===== src/rtl/slice_serializer.sv =====
// Streaming bit-slice serializer: one WIDTH-bit word in, NSLICES SLICE-bit slices out.
// Optional macro SLICE_SERIALIZER_MSB_FIRST_EN: emit the top (padded) slice first.
module slice_serializer #(
    parameter int unsigned  WIDTH   = 8,
    parameter int unsigned  SLICE   = 4,
    localparam int unsigned NSLICES = (WIDTH + SLICE - 1) / SLICE,
    localparam int unsigned IDXW    = (NSLICES > 1) ? $clog2(NSLICES) : 1
) (
    input  logic              clk,
    input  logic              rst,
    input  logic [WIDTH-1:0]  in_data,
    input  logic              in_valid,
    output logic              in_ready,
    output logic [SLICE-1:0]  out_data,
    output logic              out_valid,
    input  logic              out_ready,
    output logic [IDXW-1:0]   out_index,
    output logic              out_last,
    output logic              busy
);

    localparam int unsigned PADW = NSLICES * SLICE;
`ifdef SLICE_SERIALIZER_MSB_FIRST_EN
    localparam int unsigned FIRST_K = NSLICES - 1;
`else
    localparam int unsigned FIRST_K = 0;
`endif
    localparam logic [IDXW-1:0] FIRST_IDX   = IDXW'(FIRST_K);
    localparam int unsigned     FIRST_SHIFT = FIRST_K * SLICE;

    typedef enum logic {
        S_IDLE,
        S_SEND
    } state_t;

    state_t            r_state;
    logic [PADW-1:0]   r_word;

    logic [PADW-1:0]   w_in_pad;
    logic [IDXW-1:0]   w_next_idx;
    logic [SLICE-1:0]  w_first_slice;
    logic [SLICE-1:0]  w_next_slice;
    logic              w_capture;
    logic              w_advance;
    logic              w_drain;

    // Handshake decode; in_ready is the only combinational output (out_ready -> in_ready).
    always_comb begin
        w_in_pad      = PADW'(in_data);
        in_ready      = !rst && ((r_state == S_IDLE) || (out_last && out_ready));
        w_capture     = in_valid && in_ready;
        w_advance     = (r_state == S_SEND) && out_ready && !out_last;
        w_drain       = (r_state == S_SEND) && out_ready && out_last && !in_valid;
`ifdef SLICE_SERIALIZER_MSB_FIRST_EN
        w_next_idx    = out_index - IDXW'(1);
`else
        w_next_idx    = out_index + IDXW'(1);
`endif
        w_first_slice = SLICE'(w_in_pad >> FIRST_SHIFT);
        w_next_slice  = SLICE'(r_word >> (32'(w_next_idx) * SLICE));
    end

    // State and registered outputs; the zero-padded word is kept so any slice is a plain shift.
    always_ff @(posedge clk) begin
        if (rst) begin
            r_state   <= S_IDLE;
            r_word    <= '0;
            out_data  <= '0;
            out_valid <= 1'b0;
            out_index <= '0;
            out_last  <= 1'b0;
        end else if (w_capture) begin
            r_state   <= S_SEND;
            r_word    <= w_in_pad;
            out_data  <= w_first_slice;
            out_valid <= 1'b1;
            out_index <= FIRST_IDX;
            out_last  <= (NSLICES == 1);
        end else if (w_advance) begin
            out_data  <= w_next_slice;
            out_index <= w_next_idx;
`ifdef SLICE_SERIALIZER_MSB_FIRST_EN
            out_last  <= (w_next_idx == '0);
`else
            out_last  <= (w_next_idx == IDXW'(NSLICES - 1));
`endif
        end else if (w_drain) begin
            r_state   <= S_IDLE;
            out_data  <= '0;
            out_valid <= 1'b0;
            out_index <= '0;
            out_last  <= 1'b0;
        end
    end

    assign busy = out_valid;

endmodule


===== config.mk =====
export PLATFORM = sky130hd
export DESIGN_NAME = slice_serializer
export DESIGN_NICKNAME = d
export VERILOG_FILES = /design/src/rtl/slice_serializer.sv
export SDC_FILE = /design/constraint.sdc
export NUM_CORES = 1
export LEC_CHECK = 0
export ABC_AREA = 1
export CORE_MARGIN = 5
export CORE_UTILIZATION = 40
export DETAILED_ROUTE_END_ITERATION = 12
export PLACE_DENSITY = 0.72
export REMOVE_ABC_BUFFERS = 1
export SETUP_SLACK_MARGIN = 0.1
export SLEW_MARGIN = 20
export SYNTH_ARGS = -nofsm -noshare
export SYNTH_HDL_FRONTEND = slang
export SYNTH_SLANG_ARGS = --single-unit

===== constraint.sdc =====
create_clock -name clk -period 1 [get_ports clk]
set_input_delay 0.15 -clock clk [delete_from_list [all_inputs] [get_ports clk]]
set_output_delay 0.15 -clock clk [all_outputs]
set_load 0.02 [all_outputs]

==> flow_summary.yaml <==
status:
  outcome: "finished, violations left"
  violations: "setup timing"
global_route:
  grt.met3_usage: 0.0598
  grt-ovfl-total: 0
  grt_use_met1: 0.210
  grt_max_degree: 10
  grt_pass1_vias: 767
  grt_usage: 0.171
  gr-max-usage-layer: "met2"
  antenna_found_initial: 0
  grt_use_met2: 0.289
  grt_pass1_wl_um: 3420
die:
  io_pins: 21
  die-area_um2: 2730
  core_um2: 1710
  die_width_um: 52.3
  rows: 15
  die_h_um: 52.3
  start_util: 0.418
setup_path:
  crit_path_frequent_cell: "nand2_2"
  crit_fanout: 5
  critPathRequiredTime_ps: 1220
  cp.arrival_ps: 1390
  critical_path_buf_inv_count: 2
  slowest_delay_ps: 350
  cp-end-kind: "flop"
  cp_top_family: "simple AND/OR/NAND/NOR gates"
  worstSetupPathType: "flop to flop"
  cp-start-kind: "flop"
  cp_cell_sequence: "nand2_2 -> buf_6 -> nand2_4 -> nand3_4 -> buf_12 -> nand3b_4 -> nand2_2 -> nor2_2"
  crit_slowest_cell: "dfxtp_2"
final_layout:
  nFillCells: 122
  fin_area_um2: 1200
  fin_nets: 154
  n_antenna_cell: 0
  area_growth_pct: 68.7
  drive_gt1_frac: 0.397
timing:
  finalCritPeriodShare: 1.16
  setup_violations: 17
  hold_violations: 0
  fmax_mhz: 859
  relSlewSlack: 0.851
  slew_viol_final: 0
  timing.hold.ws_ps: 211
  worst_slack_ps: -164
  clock_skew_ps: 1.58
  setup_tns_ps: -1790
  rsz0062_at_grt: "true"
  min_period_ps: 1160
  tightestPinTransition_ps: 224
synthesis:
  netlist_instances: 100
  syn_area_um2: 714
  synth_area_per_cell_um2: 7.14
  ys_seq_elements: 14
  ys_types: 19
  yosysWarnings: 0
  ys_seq_area_frac: 0.392
cts:
  clk_latency_ps: 280
  clockBufferDepth: 2
  cts_root_buf: "clkbuf_4"
  cts_tree: "yes"
  path_clk_slew_ps: 90
  h-tree-depth: 1
  cts.hold.buffers_added: 0
  cts.sinks: 14
  numCtsBuffers: 3
placement:
  dp_hpwl_um: 1420
  post_dp_cell_area_um2: 1040
  gp_congestion: 0.794
  io_buffers: 20
detailed_routing:
  drc: 0
  drt_pass1_iterations: 4
  drt_iter0_drc: 34
  drt_wl_total_um: 2250
  drtAntennaViolNets: 0
  dr_total_vias: 826
  vias_per_cell: 4.98
  routedWlPerCell_um: 13.6
job:
  drv_cap: 0
power_and_ir_drop:
  p_seq_frac: 0.428
  swShare: 0.288
  pwr-share-clk: 0.283
  internal_power_w: 0.00104
  ir_drop_mv: 0.904
  power_density_nw_per_um2: 1220
  power.switching_w: 0.000423
  finalPower_w: 0.00147
  p_leak_nw: 0.600
  power_frac_comb: 0.289
hold_path:
  worstHoldPathType: "input pin to flop"
## path summary, 6_finish.rpt
| path | start | to | slack [ps] | cells past startpoint |
|---|---|---|---|---|
| max reg2reg | out_last | out_data[2] | -160 | 8 |
| max | out_last | out_data[2] | -160 | 8 |
| min reg2reg | r_word[7] | r_word[7] | 470 | 2 |
| min | rst | r_state | 210 | 3 |
## sequential cells by signal (all words and copies together) (netlist names)
name and cells:
r_word 8, out_data 4, out_last 1, r_state 1
## cells in the mapped netlist
library cell,count,area share
nand2_1,35,0.18
dfxtp_1,14,0.39
nor2_1,10,0.053
nand3_1,8,0.056
a21oi_1,6,0.042
inv_1,5,0.026
buf_4,4,0.042
nand4_1,4,0.035
nand3b_1,3,0.032
inv_2,2,0.011
a21oi_2,1,0.012
buf_2,1,0.0070
buf_6,1,0.016
clkinv_1,1,0.0052
nand2_2,1,0.0088
nand2_4,1,0.016
nand3_4,1,0.025
nand3b_2,1,0.016
o21ai_4,1,0.023
## power by group through the flow
stage	Combinational [W]	Sequential (W)	Clock, W
6_report	0.000424	0.000627	0.000415
4_1_cts	0.000382	0.000624	0.000424
3_5_place_dp	0.000357	0.000630	0
3_3_place_gp	0.000351	0.000627	0
5_1_grt	0.000452	0.000631	0.000460
2_1_floorplan	0.000124	0.000660	0
## kinds of logic after synthesis
group,after synthesis,synth area share
simple gates,64,0.424
compound gates,8,0.0771
buf+inv,14,0.107
flops,14,0.392
## cells in the final DEF, fill, tap and decap left out, drive strengths merged
cell type / netlist / layout
nand2: 37 / 37
buf: 6 / 32
dfxtp: 14 / 14
nor2: 10 / 10
nand3: 9 / 9
clkdlybuf4s50: 0 / 8
a21oi: 7 / 7
inv: 7 / 7
nand4: 4 / 4
nand3b: 4 / 4
clkbuf: 0 / 4
dlygate4sd2: 0 / 2
clkinv: 1 / 1
o21ai: 1 / 1
dlymetal6s2s: 0 / 1
## area by class of cell
cell class / count / area (um^2) / share of cell area
Sequential cell: 14 / 290 / 0.241
Tap cell: 25 / 31.3 / 0.0260
Timing Repair Buffer: 43 / 428 / 0.355
Multi-Input combinational cell: 72 / 389 / 0.323
Clock buffer: 4 / 36.3 / 0.0301
Inverter: 8 / 30.0 / 0.0249
## metal layers
layer	routed length (um)	vias to the layer above
met1	920	385
met2	1150	33
met3	145	8
li1	-	400
met5	0	-
met4	43	0
## metrics by stage
step / utilization / cells / setup WS [ps]
after floorplan: - / 94 / -507
after global placement: 0.612 / 155 / -611
after detailed placement: 0.612 / 155 / -618
after CTS: 0.673 / 165 / -147
after global routing: 0.705 / 166 / -235
final: 0.705 / 166 / -164
## worst reg2reg max path: cells and delay by family, from the launching register on
family | cells | cell delay (ps)
DFF | 1 | 350
and+or+nand+nor | 6 | 470
buffers and inverters | 2 | 290
## what timing repair did
action | in CTS | in global routing
endpoints found under the setup margin | 23 | 23
pin swaps | 5 | 5
setup buffers | 6 | 1
gates resized for setup | 63 | 14
Note: power is estimated with default switching activity, not from simulation.
